$ cat src/rtl/pc_pkg.sv
// Shared types, default widths and the offset helper for the program-counter
// datapath. The decode stage reuses the same offset helper.
package pc_pkg;

  localparam int DEFAULT_PC_WIDTH  = 32;
  localparam int DEFAULT_IMM_WIDTH = 8;
  localparam int EXT_WIDTH         = 64;

  typedef enum logic {
    PC_RUN   = 1'b0,
    PC_STALL = 1'b1
  } pc_state_e;

  // Sign-extends the low imm_width bits of imm, then shifts left by shift.
  // Callers truncate the result to their own address width.
  function automatic logic [EXT_WIDTH-1:0] sext_shift(
    input logic [EXT_WIDTH-1:0] imm,
    input int unsigned          imm_width,
    input int unsigned          shift
  );
    logic [EXT_WIDTH-1:0] aligned;
    aligned = imm << (EXT_WIDTH - imm_width);
    return EXT_WIDTH'($signed(aligned) >>> (EXT_WIDTH - imm_width)) << shift;
  endfunction

endpackage

$ cat src/rtl/pc_update_unit_if.sv
// Control/status bundle between the control unit, the memory stall logic
// and the PC update unit.
interface pc_update_unit_if
  import pc_pkg::*;
#(
  parameter int PC_WIDTH  = DEFAULT_PC_WIDTH,
  parameter int IMM_WIDTH = DEFAULT_IMM_WIDTH,
  parameter int CNT_WIDTH = 32
) ();

  logic                 BUSYWAIT;
  logic                 BEQ_signal;
  logic                 ZERO;
  logic                 J_signal;
  logic [IMM_WIDTH-1:0] IMMEDIATE;
  logic [PC_WIDTH-1:0]  PC;
  logic [PC_WIDTH-1:0]  PC_SEQ;
  logic                 STALLED;
  logic [CNT_WIDTH-1:0] RETIRED;

  modport master (
    output BUSYWAIT, BEQ_signal, ZERO, J_signal, IMMEDIATE,
    input  PC, PC_SEQ, STALLED, RETIRED
  );

  modport slave (
    input  BUSYWAIT, BEQ_signal, ZERO, J_signal, IMMEDIATE,
    output PC, PC_SEQ, STALLED, RETIRED
  );

endinterface

$ cat src/rtl/pc_target_calc.sv
// Combinational next-PC arithmetic: sequential address and branch/jump target,
// all modulo 2^PC_WIDTH.
module pc_target_calc
  import pc_pkg::*;
#(
  parameter int PC_WIDTH     = DEFAULT_PC_WIDTH,
  parameter int IMM_WIDTH    = DEFAULT_IMM_WIDTH,
  parameter int INSTR_BYTES  = 4,
  parameter int BRANCH_SHIFT = 2
) (
  input  logic [PC_WIDTH-1:0]  pc,
  input  logic [IMM_WIDTH-1:0] imm,
  input  logic                 take,
  output logic [PC_WIDTH-1:0]  seq,
  output logic [PC_WIDTH-1:0]  nxt
);

  logic [PC_WIDTH-1:0] off;
  logic [PC_WIDTH-1:0] tgt;

  always_comb begin
    seq = pc + PC_WIDTH'(INSTR_BYTES);
    off = PC_WIDTH'(sext_shift(EXT_WIDTH'(imm), IMM_WIDTH, BRANCH_SHIFT));
    tgt = seq + off;
    nxt = take ? tgt : seq;
  end

endmodule

$ cat src/rtl/pc_update_unit.sv
// Program-counter register with stall handling: the next-PC decision taken on
// the first stall cycle is latched and applied when the stall clears.
module pc_update_unit
  import pc_pkg::*;
#(
  parameter int                  PC_WIDTH     = DEFAULT_PC_WIDTH,
  parameter int                  IMM_WIDTH    = DEFAULT_IMM_WIDTH,
  parameter int                  INSTR_BYTES  = 4,
  parameter int                  BRANCH_SHIFT = 2,
  parameter logic [PC_WIDTH-1:0] RESET_VECTOR = '0,
  parameter int                  CNT_WIDTH    = 32
) (
  input logic              CLK,
  input logic              RESET,
  pc_update_unit_if.slave  bus
);

  pc_state_e            state_q, state_d;
  logic [PC_WIDTH-1:0]  pc_q, pc_d;
  logic [PC_WIDTH-1:0]  pend_q, pend_d;
  logic [CNT_WIDTH-1:0] ret_q, ret_d;
  logic [PC_WIDTH-1:0]  seq;
  logic [PC_WIDTH-1:0]  nxt;
  logic                 take;

  // A jump and a taken branch share the same target formula.
  assign take = bus.J_signal | (bus.BEQ_signal & bus.ZERO);

  pc_target_calc #(
    .PC_WIDTH    (PC_WIDTH),
    .IMM_WIDTH   (IMM_WIDTH),
    .INSTR_BYTES (INSTR_BYTES),
    .BRANCH_SHIFT(BRANCH_SHIFT)
  ) u_target (
    .pc  (pc_q),
    .imm (bus.IMMEDIATE),
    .take(take),
    .seq (seq),
    .nxt (nxt)
  );

  always_comb begin
    // NOTE: every variable gets a default before the case, so no path can infer a latch.
    state_d = state_q;
    pc_d    = pc_q;
    pend_d  = pend_q;
    ret_d   = ret_q;
    unique case (state_q)
      PC_RUN: begin
        if (bus.BUSYWAIT) begin
          pend_d  = nxt;
          state_d = PC_STALL;
        end else begin
          pc_d  = nxt;
          ret_d = ret_q + CNT_WIDTH'(1);
        end
      end
      PC_STALL: begin
        // Control inputs are ignored here; only the latched target matters.
        if (!bus.BUSYWAIT) begin
          pc_d    = pend_q;
          ret_d   = ret_q + CNT_WIDTH'(1);
          state_d = PC_RUN;
        end
      end
      default: state_d = PC_RUN;
    endcase
  end

  always_ff @(posedge CLK or negedge RESET) begin
    // NOTE: sequential state uses non-blocking assignments only, so all flops update together.
    if (!RESET) begin
      state_q <= PC_RUN;
      pc_q    <= RESET_VECTOR;
      pend_q  <= '0;
      ret_q   <= '0;
    end else begin
      state_q <= state_d;
      pc_q    <= pc_d;
      pend_q  <= pend_d;
      ret_q   <= ret_d;
    end
  end

  assign bus.PC      = pc_q;
  assign bus.PC_SEQ  = seq;
  assign bus.STALLED = (state_q == PC_STALL);
  assign bus.RETIRED = ret_q;

endmodule

$ cat src/flat_wrapper.sv
// flat-port wrapper written by rule: the top's interface ports become plain ports
module pc_update_unit_flat import pc_pkg::*;
#(
  parameter int                  PC_WIDTH     = DEFAULT_PC_WIDTH,
  parameter int                  IMM_WIDTH    = DEFAULT_IMM_WIDTH,
  parameter int                  INSTR_BYTES  = 4,
  parameter int                  BRANCH_SHIFT = 2,
  parameter logic [PC_WIDTH-1:0] RESET_VECTOR = '0,
  parameter int                  CNT_WIDTH    = 32
)
  (CLK, RESET, bus_BUSYWAIT, bus_BEQ_signal, bus_ZERO, bus_J_signal, bus_IMMEDIATE, bus_PC, bus_PC_SEQ, bus_STALLED, bus_RETIRED);
  pc_update_unit_if #(.PC_WIDTH(PC_WIDTH), .IMM_WIDTH(IMM_WIDTH), .CNT_WIDTH(CNT_WIDTH)) bus_i ();
  input logic CLK;
  input logic RESET;
  input wire logic [$bits(bus_i.BUSYWAIT)-1:0] bus_BUSYWAIT;
  input wire logic [$bits(bus_i.BEQ_signal)-1:0] bus_BEQ_signal;
  input wire logic [$bits(bus_i.ZERO)-1:0] bus_ZERO;
  input wire logic [$bits(bus_i.J_signal)-1:0] bus_J_signal;
  input wire logic [$bits(bus_i.IMMEDIATE)-1:0] bus_IMMEDIATE;
  output wire logic [$bits(bus_i.PC)-1:0] bus_PC;
  output wire logic [$bits(bus_i.PC_SEQ)-1:0] bus_PC_SEQ;
  output wire logic [$bits(bus_i.STALLED)-1:0] bus_STALLED;
  output wire logic [$bits(bus_i.RETIRED)-1:0] bus_RETIRED;
  assign bus_i.BUSYWAIT = bus_BUSYWAIT;
  assign bus_i.BEQ_signal = bus_BEQ_signal;
  assign bus_i.ZERO = bus_ZERO;
  assign bus_i.J_signal = bus_J_signal;
  assign bus_i.IMMEDIATE = bus_IMMEDIATE;
  assign bus_PC = bus_i.PC;
  assign bus_PC_SEQ = bus_i.PC_SEQ;
  assign bus_STALLED = bus_i.STALLED;
  assign bus_RETIRED = bus_i.RETIRED;
  pc_update_unit #(.PC_WIDTH(PC_WIDTH), .IMM_WIDTH(IMM_WIDTH), .INSTR_BYTES(INSTR_BYTES), .BRANCH_SHIFT(BRANCH_SHIFT), .RESET_VECTOR(RESET_VECTOR), .CNT_WIDTH(CNT_WIDTH)) u_core (.CLK(CLK), .RESET(RESET), .bus(bus_i));
endmodule
$ cat config.mk
export PLATFORM = sky130hd
export DESIGN_NAME = pc_update_unit_flat
export DESIGN_NICKNAME = d
export VERILOG_FILES = /design/src/rtl/pc_pkg.sv /design/src/rtl/pc_update_unit_if.sv /design/src/rtl/pc_target_calc.sv /design/src/rtl/pc_update_unit.sv /design/src/flat_wrapper.sv
export SDC_FILE = /design/constraint.sdc
export NUM_CORES = 1
export LEC_CHECK = 0
export ABC_AREA = 1
export CAP_MARGIN = 10
export CORE_ASPECT_RATIO = 0.75
export CORE_MARGIN = 3
export CORE_UTILIZATION = 45
export CTS_CLUSTER_DIAMETER = 60
export DETAILED_ROUTE_END_ITERATION = 6
export PLACE_DENSITY = 0.8
export SETUP_SLACK_MARGIN = 0.3
export SLEW_MARGIN = 20
export SYNTH_ARGS = -nofsm -noshare
export SYNTH_HDL_FRONTEND = slang
export SYNTH_SLANG_ARGS = --single-unit
$ cat constraint.sdc
create_clock -name CLK -period 5.6 [get_ports CLK]
set_input_delay 1.12 -clock CLK [delete_from_list [all_inputs] [get_ports CLK]]
set_output_delay 1.12 -clock CLK [all_outputs]
set_load 0.005 [all_outputs]
==> results.toml, run 1 <==
[outcome]
status = "complete, no violations"

[timing]
clock_skew_ps = 5.25
fin_crit_sh_pct = 70.2
timing.fmax_mhz = 254
fin_tns_setup_ps = 0
rsz0062_at_grt = "no"
slew_headroom_pct = 32.0
tightest_slew_ps = 1020
final.min_clock_period_ps = 3930
setup_violations = 0
finalMaxSlewViolations = 0
hold_slack_ps = 484
hold_viol_final = 0

[logic_synthesis]
syn_area_um2 = 7660
synth_flop_cell = "dfrtp_1"
ys_warn_count = 0
async_flop_share_pct = 100
syn_inst = 1171
avgSynthCellArea_um2 = 6.54
ys_ff_latch = 97
synthDistinctLibCells = 42
synth_edf_count = 0
synth_fp_nets = 1223
ys_seq_area_share_pct = 31.7

[clock_network]
clock_path_buffers = 2
insertion_delay_ps = 330
postCtsHoldBufs = 0
cts_root_buf = "clkbuf_16"
h-tree-depth = 3
cts_setup_buffers = 0
cts_resized = 0
cts_tree = "built"
clk_pin_slew_ps = 70
cts_made_buffers = 9
clock_sinks = 97

[global_routing]
grt_first_pass_wirelength_um = 37800
antenna_found_initial = 0
grt_usage_pct = 25.1
grt_max_degree = 72
grt_pass1_vias = 7207
grt_overflow_total = 0

[critical_path]
cp_cell_sequence = "clkdlybuf4s50_1 -> buf_4 -> ha_1 -> nand2_1 -> inv_1 -> nand2_1 -> nand2_1 -> a21oi_1 -> nand2_1 -> nand2_1 -> nand2_1 -> nand2_1 -> nand3_1 -> nand3_1 -> nand3_1"
r2r-start = "u_core.bus.PC[3]$_DFFE_PN0P_"
cp.arrival_ps = 4150
reg2reg_to = "u_core.bus.PC[23]$_DFFE_PN0P_"
crit_path_top_delay_cell = "clkdlybuf4s50_1"
cp_max_fo = 23
cp_slowest_stage_delay_ps = 1140
reg2regPathDepth = 20
critPathKind = "in2reg"
cp-start-kind = "input pin"
r2r_setup_slack_ps = 2060
cp.required_ps = 5820
cp_common_cell = "nand2_1"
cp-end-kind = "flip-flop"

[final_layout]
stdcell_area_um2 = 9250
finalNetCount = 1324
multi_input_area_um2 = 4510
syn_to_final_growth_pct = 20.7
regArea_um2 = 2430
n_antenna_cell = 0
fillCellCount = 1602
layout-drive-gt1-share_pct = 4.46

[drt]
drcViolationCount = 0
ant_nets = 0
vias_per_cell = 5.41
drtIter0Drc = 765
via_count = 8044
drt_first_pass_iters = 5
routedWlPerCell_um = 16.0
wl_um = 23800

[die]
die_x_um = 157
die_height_um = 119
core_um2 = 16400
row_count = 40
io-pin-count = 111
start_util_pct = 46.8
die-area_um2 = 18600

[power_and_ir_drop]
power.total_mw = 3.73
power_leakage_nw = 4.66
power_density_nw_per_um2 = 403
vdd_drop_max_mv = 0.237

[min_path]
worstHoldPathCells = 2
worstHoldStart = "u_core.pend_q[26]$_DFFE_PN0P_"
hp-class = "reg2reg"
whs_endpoint = "u_core.pend_q[26]$_DFFE_PN0P_"

[place]
place_area_um2 = 8950
portBuffers = 110
gp_congestion = 0.986
dp_hpwl_um = 18300

[run]
drv_cap = 0
-- critical path: cells and delay by family --
kind                     cells  cell delay, ps
AO/OA/AOI/OAI                1             140
adder cells (fa/ha/maj)      1             290
buffers and inverters        3            1510
AND/OR/NAND/NOR             10            1100
-- flip-flops by register name (all words and copies together), names as in the netlist --
signal	cells
u_core.bus.RETIRED	32
u_core.bus.STALLED	1
u_core.bus.PC	32
u_core.pend_q	32
-- Yosys cell counts, types with 3 or more instances --
cell	number	area share (%)
nor3_1	16	1.0
nand4_1	15	1.2
buf_2	7	0.46
a21oi_1	25	1.6
clkbuf_1	15	0.73
o21ai_1	7	0.46
nor3_2	5	0.65
a21o_1	3	0.29
o211ai_1	6	0.59
ha_1	37	6.0
dfrtp_1	97	32
nor4_1	5	0.41
nor2_2	6	0.49
o21ai_0	35	2.3
nor2_1	95	4.7
buf_4	5	0.49
xor2_1	40	4.6
nand2_1	408	20
nand3_1	126	8.2
nor2_4	4	0.59
inv_1	155	7.6
nand3b_1	7	0.69
xnor2_1	12	1.4
inv_2	4	0.20
nand2_2	5	0.41
or2_0	3	0.24
o21bai_1	5	0.49
o221ai_1	4	0.46
-- cells in the final DEF (no fill, tap or decap), types with 2 or more instances in the layout --
master / n
or2_0: 3
xor2_1: 40
nand4_2: 2
nand4_1: 15
nor4_1: 5
inv_1: 155
clkbuf_16: 9
nor3_2: 5
nand3_1: 126
buf_4: 9
nand3b_1: 7
clkinvlp_4: 3
a21oi_1: 25
dfrtp_1: 97
nor2_4: 4
nor2_1: 94
o21ai_0: 35
clkinv_2: 2
o211ai_1: 6
or2_2: 2
and3_1: 2
ha_1: 37
nand2_1: 408
o221ai_1: 4
o21bai_1: 5
nor3_1: 16
inv_2: 4
clkdlybuf4s50_1: 109
xnor2_1: 12
a21o_1: 3
or2_1: 2
o21ai_1: 7
nand2_2: 5
and2_1: 2
nor2_2: 7
-- per-stage QoR --
step           setup WS, ps  utilization (%)  cells
4_1_cts                1750             56.5   1487
2_1_floorplan          2860                -   1171
3_3_place_gp           1450             54.7   1471
5_1_grt                1420             56.5   1487
6_report               1670             56.5   1487
3_5_place_dp           1390             54.7   1471
-- per-layer routing --
metal	up-vias	wire (µm)	GRT usage, %
met2	389	9710	35.4
met3	30	2540	5.41
met1	3709	11200	39.1
met4	0	414	5.03
li1	3916	-	-
met5	-	0	0
-- power breakdown --
part | leakage [nW] | switching, mW | total (mW) | internal, mW
sequential | 1.21 | 0.232 | 1.12 | 0.892
combinational | 3.31 | 1.15 | 1.99 | 0.836
clock | 0.137 | 0.272 | 0.618 | 0.346
-- area by class of cell --
| cell class | instances | area share (%) |
|---|---|---|
| Clock buffer | 9 | 2.43 |
| Clock inverter | 7 | 0.771 |
| Inverter | 160 | 6.49 |
| Multi-Input combinational cell | 886 | 48.7 |
| Sequential cell | 97 | 26.2 |
| Tap cell | 210 | 2.84 |
| Timing Repair Buffer | 118 | 12.5 |
-- cell families after synthesis --
kind of cell	share of synthesized area [%]
fa+ha+maj	6.30
mux	0.131
buf+inv	9.57
compound gates	6.50
simple gates	39.9
flops	31.7
xor+xnor	5.94
-- worst max path at each step --
| stage | startpoint | to | slack, ps | cells after the start |
|---|---|---|---|---|
| 2_1_floorplan | bus_IMMEDIATE[0] | u_core.bus.PC[12]$_DFFE_PN0P_ | 2860 | 13 |
| 3_3_place_gp | bus_IMMEDIATE[7] | u_core.pend_q[22]$_DFFE_PN0P_ | 1450 | 11 |
| 3_5_place_dp | bus_IMMEDIATE[7] | u_core.bus.PC[23]$_DFFE_PN0P_ | 1390 | 15 |
| 4_1_cts | bus_IMMEDIATE[7] | u_core.bus.PC[23]$_DFFE_PN0P_ | 1750 | 15 |
| 5_1_grt | bus_IMMEDIATE[7] | u_core.bus.PC[15]$_DFFE_PN0P_ | 1420 | 14 |
| 6_report | bus_IMMEDIATE[7] | u_core.bus.PC[23]$_DFFE_PN0P_ | 1670 | 15 |
No activity file was read; power rests on OpenSTA's default activity.
==> run 2: changes to the inputs <==
PLACE_DENSITY = 0.83   (was 0.8)
clock period = 3.35 ns   (was 5.6 ns; I/O delays follow)
==> run 2 against run 1 <==
  * Core utilization is 6.1 points higher
  * Flip-flop and latch count stayed put
  * Worst hold slack worse by 110 ps
  * Final cell count is 3.4% higher
  * Clock-buffer cell count rose by 1
  * Clock power up 61%
==> results.toml, run 2 (synthesized netlist as in run 1, its figures left out) <==
[final_layout]
final_common_cell = "nand2_1"
mostFrequentLayoutCells = "nand2_1 (381), inv_1 (147), nand3_1 (121), clkdlybuf4s50_1 (103), dfrtp_1 (84)"
n_antenna_cell = 0
finalNetCount = 1374
syn_to_final_growth_pct = 33.8
layout-drive-gt1-share_pct = 17.2

[critical_path]
critPathKind = "reg2out"
cp-end-kind = "output port"
cp_cell_sequence = "nand2_1 -> nor2_1 -> nand2_1 -> nor2_1 -> nand3_1 -> xor2_1 -> inv_2 -> clkdlybuf4s50_1"
cp.arrival_ps = 2410
cp-start-kind = "flip-flop"
r2r-start = "u_core.bus.PC[2]$_DFFE_PN0P_"
cp_slowest_stage_delay_ps = 520
cp_top_family = "simple AND/OR/NAND/NOR gates"
cp.required_ps = 2680
crit_path_top_delay_cell = "clkdlybuf4s50_1"
cp_max_fo = 5
timing.critical_path.buf_inv = 2
crit_start = "u_core.bus.PC[19]$_DFFE_PN0P_"
r2r_setup_slack_ps = 330

[place]
place_worst_setup_slack_ps = 56.2
portBuffers = 110
gp_congestion = 1.01
dp_hpwl_um = 18700

[clock_network]
cts_made_buffers = 9
clock_path_buffers = 2
clock_sinks = 97
h-tree-depth = 3
postCtsHoldBufs = 0
insertion_delay_ps = 350
cts_root_buf = "clkbuf_16"
clk_pin_slew_ps = 70
cts_tree = "built"

[global_routing]
grt_first_pass_wirelength_um = 39500
grt_max_degree = 55
antenna_found_initial = 0
grt_overflow_total = 0
grt_pass1_vias = 7545
grt_usage_pct = 26.5

[timing]
setup_violations = 0
fin_tns_setup_ps = 0
hold_viol_final = 0
timing.fmax_mhz = 325
tightest_slew_ps = 931
fin_crit_sh_pct = 91.8
final.min_clock_period_ps = 3080
finalMaxSlewViolations = 0
rsz0062_at_grt = "yes"
clock_skew_ps = 9.85
slew_headroom_pct = 37.7
setup_slack_ps = 273

[die]
start_util_pct = 46.8
die_x_um = 157
core_um2 = 16400
die-area_um2 = 18600
io-pin-count = 111
die_height_um = 119
row_count = 40

[power_and_ir_drop]
power_density_nw_per_um2 = 675
clkPwrFrac_pct = 14.4
power_leakage_nw = 5.04
swShare_pct = 44.9
netSwitchingPower_mw = 3.11
vdd_drop_max_mv = 0.440
combPwrFrac_pct = 59.2
p_int_mw = 3.82
pwr-share-seq_pct = 26.4

[drt]
wl_um = 25700
drcViolationCount = 0
via_count = 8394
drt_first_pass_iters = 6
ant_nets = 0
drtIter0Drc = 791
vias_per_cell = 5.46
routedWlPerCell_um = 16.7

[run]
drv_cap = 0

[outcome]
status = "complete, no violations"

[min_path]
hp-class = "in2async"
-- run 2: power by group through the flow --
stage	registers, mW	logic (mW)	clock network [mW]
after floorplan	1.78	1.98	0
after global placement	1.82	3.38	0
after detailed placement	1.83	3.42	0
after CTS	1.80	3.65	1.01
after global routing	1.86	4.50	1.06
final	1.83	4.10	0.997
-- run 2: timing repair --
action	in CTS	in global routing
endpoints found under the hold margin	0	0
setup buffers	18	17
pin swaps	8	22
endpoints found under the setup margin	51	69
gates resized for setup	30	129
-- run 2: final timing paths --
path	endpoint	cells past startpoint
worst max-delay path	bus_PC_SEQ[22]	8
max in group asynchronous	u_core.bus.PC[9]$_DFFE_PN0P_	2
worst min-delay path	u_core.bus.PC[29]$_DFFE_PN0P_	1
worst max register to register	u_core.bus.PC[13]$_DFFE_PN0P_	16
min in group CLK	u_core.pend_q[25]$_DFFE_PN0P_	2
worst min register to register	u_core.pend_q[25]$_DFFE_PN0P_	2
-- run 2: worst register-to-register path, cell delays in order, from the launching register on --
cell      delay, ps
dfrtp_1         440
ha_4            170
nand2_2          70
nor2_4          140
nand2_4         100
nor2_4          180
xor2_2          240
ha_1            340
a21oi_2         190
o21bai_1        110
nand3b_1        340
nor2_1          170
nor2_1           50
nand2_1         110
nand2_2          90
nand2_1          80
nand3_1          70
-- run 2: layout make-up --
cell class | instances | area, µm²
clock buffer | 10 | 239
clock inverter | 6 | 42.5
fill | 1423 | 6110
inverter | 160 | 603
multi-input combinational | 886 | 5090
sequential | 97 | 2440
tap | 210 | 263
timing repair buffer | 168 | 1570
-- run 2: layer usage --
layer  part of all wire, %  GRT usage (%)  vias up
met4                   1.7           5.90        0
met3                    10           6.68       37
li1                      -              -     4006
met1                    46           41.0     3951
met5                     0              0        -
met2                    43           36.9      400
-- run 2: through the flow --
stage	hold WS (ps)	area [µm²]	util (%)	power (mW)	cells
detailed placement	466	9090	55.6	5.25	1486
finish	373	10300	62.6	6.93	1537
floorplan	374	7660	-	3.76	1171
CTS	404	9620	58.8	6.45	1520
global placement	463	9090	55.6	5.20	1486
global route	431	10300	62.6	7.42	1537
